--- src/rtl/line_streamer.sv ---
// ----------------------------------------------------------------------------
// line_streamer
// Packs a pixel-serial stream (one image pixel plus NUM_TEMPLATES template
// pixels per handshake) into LINE_SIZE-wide lines for the Top correlator.
// Each completed line is presented on registered outputs together with a
// one-cycle line_valid strobe. A frame is NUM_OF_LINES lines. It opens with a
// one-cycle acc_clear pulse and closes with a one-cycle frame_done pulse.
//
// Ports
//   clk_i          clock, rising edge
//   reset_i        synchronous, active-high reset
//   start_i        begin a frame (only looked at while idle)
//   pix_valid_i    I_pix_i / T_pix_i carry a pixel
//   pix_ready_o    pixel is accepted this cycle when pix_valid_i is high
//   I_pix_i        image pixel
//   T_pix_i        template pixels of the same column, template t at
//                  bits [t*PIXEL_SIZE +: PIXEL_SIZE]
//   I_in_line_o    assembled image line, column j at [j*PIXEL_SIZE +: PIXEL_SIZE]
//   T_in_line_o    assembled template lines, column j / template t at
//                  [(j*NUM_TEMPLATES+t)*PIXEL_SIZE +: PIXEL_SIZE]
//   line_valid_o   one-cycle strobe: line outputs hold a new line
//   line_idx_o     index of the line on the outputs
//   acc_clear_o    one-cycle pulse clearing the Top accumulators
//   frame_done_o   one-cycle pulse in the cycle after the last line strobe
// ----------------------------------------------------------------------------
module line_streamer #(
    parameter int PIXEL_SIZE    = 8,
    parameter int LINE_SIZE     = 64,
    parameter int NUM_TEMPLATES = 1,
    parameter int NUM_OF_LINES  = 64,
    localparam int LIDX_W = (NUM_OF_LINES > 1) ? $clog2(NUM_OF_LINES) : 1,
    localparam int TPIX_W = NUM_TEMPLATES * PIXEL_SIZE,
    localparam int ILINE_W = LINE_SIZE * PIXEL_SIZE,
    localparam int TLINE_W = LINE_SIZE * TPIX_W
) (
    input  logic               clk_i,
    input  logic               reset_i,
    input  logic               start_i,
    input  logic               pix_valid_i,
    output logic               pix_ready_o,
    input  logic [PIXEL_SIZE-1:0] I_pix_i,
    input  logic [TPIX_W-1:0]  T_pix_i,
    output logic [ILINE_W-1:0] I_in_line_o,
    output logic [TLINE_W-1:0] T_in_line_o,
    output logic               line_valid_o,
    output logic [LIDX_W-1:0]  line_idx_o,
    output logic               acc_clear_o,
    output logic               frame_done_o
);

    localparam int COL_W = (LINE_SIZE > 1) ? $clog2(LINE_SIZE) : 1;

    typedef enum logic [1:0] {
        IDLE,
        CLEAR,
        FILL,
        DONE
    } state_t;

    state_t             state_q, state_d;
    logic [COL_W-1:0]   col_q, col_d;
    logic [LIDX_W-1:0]  line_q, line_d;

    logic [ILINE_W-1:0] iBuf_q;
    logic [TLINE_W-1:0] tBuf_q;
    logic [ILINE_W-1:0] iLine_q;
    logic [TLINE_W-1:0] tLine_q;
    logic [LIDX_W-1:0]  lineIdx_q;
    logic               lineValid_q;
    logic               frameDone_q;

    logic               accept;
    logic               lastCol;
    logic               lastLine;
    logic               lineLoad;
    logic [ILINE_W-1:0] iLineNext;
    logic [TLINE_W-1:0] tLineNext;

    assign accept   = pix_valid_i && pix_ready_o;
    assign lastCol  = (col_q == COL_W'(LINE_SIZE - 1));
    assign lastLine = (line_q == LIDX_W'(NUM_OF_LINES - 1));
    assign lineLoad = accept && lastCol;

    // State and counter registers.
    always_ff @(posedge clk_i) begin
        if (reset_i) begin
            state_q <= IDLE;
            col_q   <= '0;
            line_q  <= '0;
        end else begin
            state_q <= state_d;
            col_q   <= col_d;
            line_q  <= line_d;
        end
    end

    // Next-state logic. The counters only move on an accepted pixel, so
    // pix_valid gaps in FILL simply hold everything.
    always_comb begin
        state_d     = state_q;
        col_d       = col_q;
        line_d      = line_q;
        pix_ready_o = 1'b0;
        acc_clear_o = 1'b0;
        unique case (state_q)
            IDLE: begin
                if (start_i) begin
                    state_d = CLEAR;
                end
            end
            CLEAR: begin
                acc_clear_o = 1'b1;
                col_d       = '0;
                line_d      = '0;
                state_d     = FILL;
            end
            FILL: begin
                pix_ready_o = 1'b1;
                if (accept) begin
                    if (lastCol) begin
                        col_d = '0;
                        if (lastLine) begin
                            line_d  = '0;
                            state_d = DONE;
                        end else begin
                            line_d = line_q + 1'b1;
                        end
                    end else begin
                        col_d = col_q + 1'b1;
                    end
                end
            end
            DONE: begin
                state_d = IDLE;
            end
            default: begin
                state_d = IDLE;
            end
        endcase
    end

    // The final column bypasses the fill buffer so the line can be loaded on
    // the same edge that accepts its last pixel.
    always_comb begin
        iLineNext = iBuf_q;
        tLineNext = tBuf_q;
        iLineNext[(LINE_SIZE - 1) * PIXEL_SIZE +: PIXEL_SIZE] = I_pix_i;
        tLineNext[(LINE_SIZE - 1) * TPIX_W +: TPIX_W]         = T_pix_i;
    end

    // Fill buffer and presented-line registers are separate, so pixels of
    // the next line never disturb the line Top is looking at. frame_done is
    // delayed one cycle past DONE so it never overlaps the final line strobe.
    always_ff @(posedge clk_i) begin
        if (reset_i) begin
            iBuf_q      <= '0;
            tBuf_q      <= '0;
            iLine_q     <= '0;
            tLine_q     <= '0;
            lineIdx_q   <= '0;
            lineValid_q <= 1'b0;
            frameDone_q <= 1'b0;
        end else begin
            if (accept) begin
                iBuf_q[col_q * PIXEL_SIZE +: PIXEL_SIZE] <= I_pix_i;
                tBuf_q[col_q * TPIX_W +: TPIX_W]         <= T_pix_i;
            end
            if (lineLoad) begin
                iLine_q   <= iLineNext;
                tLine_q   <= tLineNext;
                lineIdx_q <= line_q;
            end
            lineValid_q <= lineLoad;
            frameDone_q <= (state_q == DONE);
        end
    end

    assign I_in_line_o  = iLine_q;
    assign T_in_line_o  = tLine_q;
    assign line_idx_o   = lineIdx_q;
    assign line_valid_o = lineValid_q;
    assign frame_done_o = frameDone_q;

endmodule

--- config.mk ---
export PLATFORM = sky130hd
export DESIGN_NAME = line_streamer
export DESIGN_NICKNAME = d
export VERILOG_FILES = /design/src/rtl/line_streamer.sv
export SDC_FILE = /design/constraint.sdc
export NUM_CORES = 2
export LEC_CHECK = 0
export ABC_CLOCK_PERIOD_IN_PS = 4300
export CAP_MARGIN = 10
export CORE_AREA = 2 2 407 409
export CTS_CLUSTER_DIAMETER = 120
export DETAILED_ROUTE_END_ITERATION = 6
export DIE_AREA = 0 0 409 411
export PLACE_DENSITY = 0.69
export SLEW_MARGIN = 15
export SYNTH_ARGS = -nofsm -noshare
export SYNTH_HDL_FRONTEND = slang
export SYNTH_SLANG_ARGS = --single-unit
--- constraint.sdc ---
create_clock -name clk_i -period 4.3 [get_ports clk_i]
set_clock_uncertainty 0.1 [all_clocks]
set_input_delay 0.645 -clock clk_i [delete_from_list [all_inputs] [get_ports clk_i]]
set_output_delay 0.645 -clock clk_i [all_outputs]
set_load 0.02 [all_outputs]
# Word-level counts from Yosys, hierarchy flattened
# Cells that the tools add are included.
# word_totals
reg_bits	2070
in_bits	20
output_inout_bits	1034
# classes
mux	16
reduce_logical	7
eq_ne	9
n_shift	3
addsub	3
# op_table
op	count
512-bit bitwise mux	2
8-bit by 34-bit indexed part select with 512-bit output	2
8-bit by 34-bit variable shift with 512-bit output (first input constant)	1
9-bit negation with 34-bit output	1
6-bit two-way mux	5
6-bit case mux with 2 select lines	2
6-bit by 1-bit adder with 6-bit output (second input constant)	2
6-bit == test (second input constant)	2
2-bit two-way mux	4
2-bit inequality test (second input constant)	4
2-bit case mux with 4 select lines	1
2-bit == test (second input constant)	2
4-bit AND reduction	1
3-bit AND reduction	1
2-bit by 1-bit == test with 1-bit output (second input constant)	1
1-bit logical AND	2
2-bit zero test	1
1-bit two-way mux	2
2-bit AND reduction	1
2-bit nonzero test	1

# Depth between registers and ports, before layout
# logic_depth
depth_word	5
depth_mapped	14

# Worst setup path after synthesis
# Ideal clock, no wire load.
# synth_timing
path_type	flip-flop to flip-flop
from	reg col_q[0]
to	reg iBuf_q[328]
arrival_ns	3.038
synth_period_minus_slack_ns	3.264
path_buffers	6
path_stages_with_launch	13
setup_time_ns	0.126
slack_ns	1.036
path_cell_list	dfxtp_1 -> clkbuf_1 -> clkbuf_1 -> inv_1 -> ha_1 -> buf_2 -> clkbuf_1 -> o21bai_1 -> a21oi_1 -> buf_2 -> nand4_2 -> buf_2 -> mux2i_1
# synth_between
elab_chain_len	3
word_cells_on_any_way	4
# synth_rtl
element	line_no	rtl
start, declared	61	logic [COL_W-1:0] col_q, col_d;
start signal, assigned	92	col_q <= col_d;
9-bit negation with 34-bit output *	165	iBuf_q[col_q * PIXEL_SIZE +: PIXEL_SIZE] <= I_pix_i;
8-bit by 34-bit indexed part select with 512-bit output / 8-bit by 34-bit variable shift with 512-bit output (equally long branches)	165	
512-bit bitwise mux *	165	
end signal, assigned by index	165	
end, declared	64	logic [ILINE_W-1:0] iBuf_q;
# Mark *: on every way between the ends. The rest lies on a longest branch, timed or not.
# A chain may end at the register's enable or synchronous reset.

# Worst setup path after layout
# layout_timing
from	reg col_q[2]
to	reg tBuf_q[17]
# layout_between
elab_chain_len	3
word_cells_on_any_way	4
# layout_rtl
element	line_no	rtl
9-bit negation with 34-bit output *	166	tBuf_q[col_q * TPIX_W +: TPIX_W] <= T_pix_i;
8-bit by 34-bit indexed part select with 512-bit output / 8-bit by 34-bit variable shift with 512-bit output (equally long branches)	166	
512-bit bitwise mux *	166	
end signal, assigned by index	166	
end, declared	65	logic [TLINE_W-1:0] tBuf_q;
# Marked as above.

==> reports/results.txt <==
The clock-pin slew of the registers on the worst-case setup and hold paths is 60 ps. In this run the tightest slew margin relative to its limit is 16.05%. Number of instances in the synthesized netlist: 8516. Of the total power, combinational logic draws 5.6%.

Yosys mapped a number of flops with a built-in enable equal to 0. The logs give 4 for the total number of H-tree levels and 0 for the final global-route overflow total. Summing all multi-input logic gate instances after layout gives 0.03024 sq mm. The part of the total power dissipated in the clock network was 46.2%. The run gives 31.93% as the all-layer global routing usage.

The final reports fail on DRC. The sequential cell area was 0.04112 sq mm. The run gives 9 as the detailed-route DRC error count. In this run the deepest clock path goes through 3 buffers. Setup repair after global routing left no endpoint under its margin. The detailed router's first-iteration violation count is 6754, and the count of distinct cell types in the synthesized netlist is 57. Cell internal power was estimated by the tool at 29.99 mW.

TritonCTS built the clock tree. The number of max-capacitance violations reported came out at 0. The synthesized area divided by synthesized cell count was 8.655 sq um; the total vias in the final route was 63980. The worst-case setup margin in the final layout was 277.1 ps; the portion of the post-synthesis area used by sequential elements was 55.79%.

For flop-to-flop paths, the worst setup slack is 280 ps. Once detail routing completed, the nets flagged for antenna violations numbered 0. For this run, the top clock speed supported by timing is 248.6 MHz. For the finished layout, the period the worst path requires is 4023 ps. The horizontal die dimension was 409 microns.

The initial standard-cell utilization of the core was 44.98%; the number of hold violations in the final report was 0. The layout overhead on the synthesized area is 26.82%, and the total length of routed wires is 281.8 mm. Adding up every negative setup slack in the final design gives 0 ps. Net switching is 24.24% of the power. STA classifies the critical path startpoint as a register. The die height is 411 microns, and the layout cell share with drive strength beyond 1 is 6.421%.

For the number of slew-limit violations in the final report, the log shows 0. STA classifies the critical path endpoint as a register. Arrival time at the worst endpoint: 4600 ps. The library cell used most frequently in the layout, excluding fill and tap cells, is sky130_fd_sc_hd__nand2_1. Entering global routing, the biggest net connects 277 pins. Summed over all cells, the static leakage comes to 32.64 nW. Buffers inserted during clock tree synthesis total 204. The worst-case setup slack after placement came out at 223.8 ps. After floorplanning, the core was divided into 149 placement rows. Summed over all nets, the switching power comes to 9.596 mW.

Dividing the detail-routed via count by the number of cells gives 5.516. The number of antenna violations at the first check in global routing was 17. In the post-synthesis netlist, the biggest area contributors are sky130_fd_sc_hd__dfxtp_1, sky130_fd_sc_hd__nand2_1, sky130_fd_sc_hd__a21oi_1.

The run finished, with violations left. At the pin with the least slew margin, the transition time is 1259 ps. The fraction of synthesis flops using an asynchronous set or reset pin was 0%. The number of nets in the synthesized netlist is 8544. In this run the tool buffered the top-level ports with 1053 buffer cells. The logs give 0.1681 sq mm for the total die area and 0.07370 sq mm for the cell area after technology mapping.

The startpoint identified for the worst hold timing path is T_pix_i[7]. The cell taking the most area after synthesis is sky130_fd_sc_hd__dfxtp_1. The power density over the cells is 423.5 mW/mm^2.

The later-pin clock latency in the skew report was 890 ps. The clock net in this run drives a total of 2054 sinks. Number of nets at the end of the flow: 9270. The critical path in this run is classified as register to register.

The via count of the first global-routing pass is 59260, and the count of boundary I/O pins is 1054. Of the available clock period, the critical path in the final layout requires 93.56%. The Yosys step of the flow raised 0 warnings. The mean routed wirelength per cell came out at 24.30 microns.

In the layout the commonest cells are sky130_fd_sc_hd__nand2_1, sky130_fd_sc_hd__dfxtp_1, sky130_fd_sc_hd__a21oi_1. Routability-driven placement finished with a final weighted congestion of 0.8823. The filler cell count in the final layout was 14350; the area of the core was 0.1639 sq mm.

Most used flip-flop cell after synthesis: sky130_fd_sc_hd__dfxtp_1. The cell sitting at the root of the clock tree is a sky130_fd_sc_hd__clkbuf_16. The type of the tightest min-delay check is primary input to register.

The number of storage elements in the synthesis netlist is 2054, and the placed wire-length estimate after detailed placement is 189.8 mm. Setup violations remaining at the end of the flow were counted as 0. For the required time of the critical path, the log shows 4870 ps. The top-area cell type share of the netlist area was 55.79%. Of all nets on the critical path, the largest fanout is 32. The worst flop-to-flop path startpoint is col_q[2]. For the number of optimization iterations in the first detailed-route pass, the log shows 7. Timing startpoint of the critical path: col_q[2]. Sequential cells account for 48.2% of the total power. The first global-routing pass estimated 400.7 mm of wire. The peak ir drop on the vdd network was 0.4400 mV.
[sequential cells by signal, indices dropped and copies added, names as in the netlist]
register,flops
line_q,6
tBuf_q,504
T_in_line_o,512
state_q,2
frame_done_o,1
col_q,6
line_valid_o,1
line_idx_o,6
iBuf_q,504
I_in_line_o,512
[metrics by stage]
stage / instance area [sq um] / utilization [%] / instances / hold WS [ps] / power [mW]
after floorplan: 73700 / - / 8516 / 331.2 / 20.58
after global placement: 86440 / 52.75 / 11220 / 335.7 / 21.65
after detailed placement: 86440 / 52.75 / 11220 / 341.5 / 21.67
after CTS: 93410 / 57.00 / 11590 / 40.16 / 39.72
after global routing: 93470 / 57.04 / 11600 / 48.55 / 40.56
final: 93470 / 57.04 / 11600 / 95.34 / 39.59
[metal layers]
metal / routed length, microns / track usage [%] / vias up / part of all wire [%]
met2: 122500 / 47.54 / 2684 / 43
met3: 23240 / 7.623 / 586 / 8.2
li1: - / - / 29680 / -
met4: 18330 / 19.74 / 4 / 6.5
met5: 23 / 0 / - / 0.0082
met1: 117700 / 41.78 / 31030 / 42
[worst paths after layout]
check,to,cells after the start
min reg2reg,I_in_line_o[191],2
min,tBuf_q[351],3
max,tBuf_q[17],8
max reg2reg,tBuf_q[17],8
[worst max-delay path, stage by stage, from the launching register on]
cell,delay [ps]
sky130_fd_sc_hd__dfxtp_1,730
sky130_fd_sc_hd__or3_1,370
sky130_fd_sc_hd__nor3_1,90
sky130_fd_sc_hd__ha_1,350
sky130_fd_sc_hd__and3_1,300
sky130_fd_sc_hd__a21boi_4,800
sky130_fd_sc_hd__o2111ai_4,680
sky130_fd_sc_hd__nand3b_1,280
sky130_fd_sc_hd__o21ai_0,130
[cell type report]
cell class                 instances  area share (%)
antenna                            3        0.008031
clock buffer                     319           6.566
clock inverter                    51          0.8955
inverter                           9         0.03614
multi-input combinational       5729           32.35
sequential                      2054           43.99
tap                             2189           2.930
timing repair buffer            1244           13.23
[what timing repair did]
item	CTS	global route
endpoints found under the setup margin	0	19
gates resized for setup	0	1
endpoints found under the hold margin	0	0
hold buffers	0	0
setup buffers	0	5
[cells by family (layout without fill, tap and decap cells)]
kind of cell | Yosys count | count (layout) | synth area share, %
fa+ha+maj | 8 | 8 | 0.1358
flops | 2054 | 2054 | 55.79
buf+inv | 733 | 1623 | 3.835
compound gates | 1735 | 1735 | 12.19
xor+xnor | 14 | 14 | 0.1664
simple gates | 3599 | 3599 | 22.81
other cells | 0 | 3 | 0
mux | 373 | 373 | 5.067
[Yosys cell counts (all sizes together), types with 2 or more instances]
library cell	number
o211ai	4
nor2b	4
and2	19
o2111ai	24
and3	12
nand4	45
nand2b	355
and4	7
or4	2
a211oi	9
ha	8
mux2i	372
o31ai	34
inv	9
o2111a	2
dfxtp	2054
a21oi	1137
o21bai	2
or3	12
clkbuf	666
xnor2	8
nand3	92
or2	2
o21ai	511
nand2	2426
nor3b	4
xor2	6
nand3b	505
nor2	96
nor4	2
buf	58
nor3	14
a21boi	2
[power by group through the flow]
stage | clock network (mW) | logic, mW | registers (mW)
CTS | 18.5 | 2.17 | 19.1
detailed placement | 0 | 2.16 | 19.5
finish | 18.3 | 2.20 | 19.1
global route | 19.2 | 2.27 | 19.1
global placement | 0 | 2.14 | 19.5
floorplan | 0 | 1.08 | 19.5
Power figures use the tool's default switching activity.
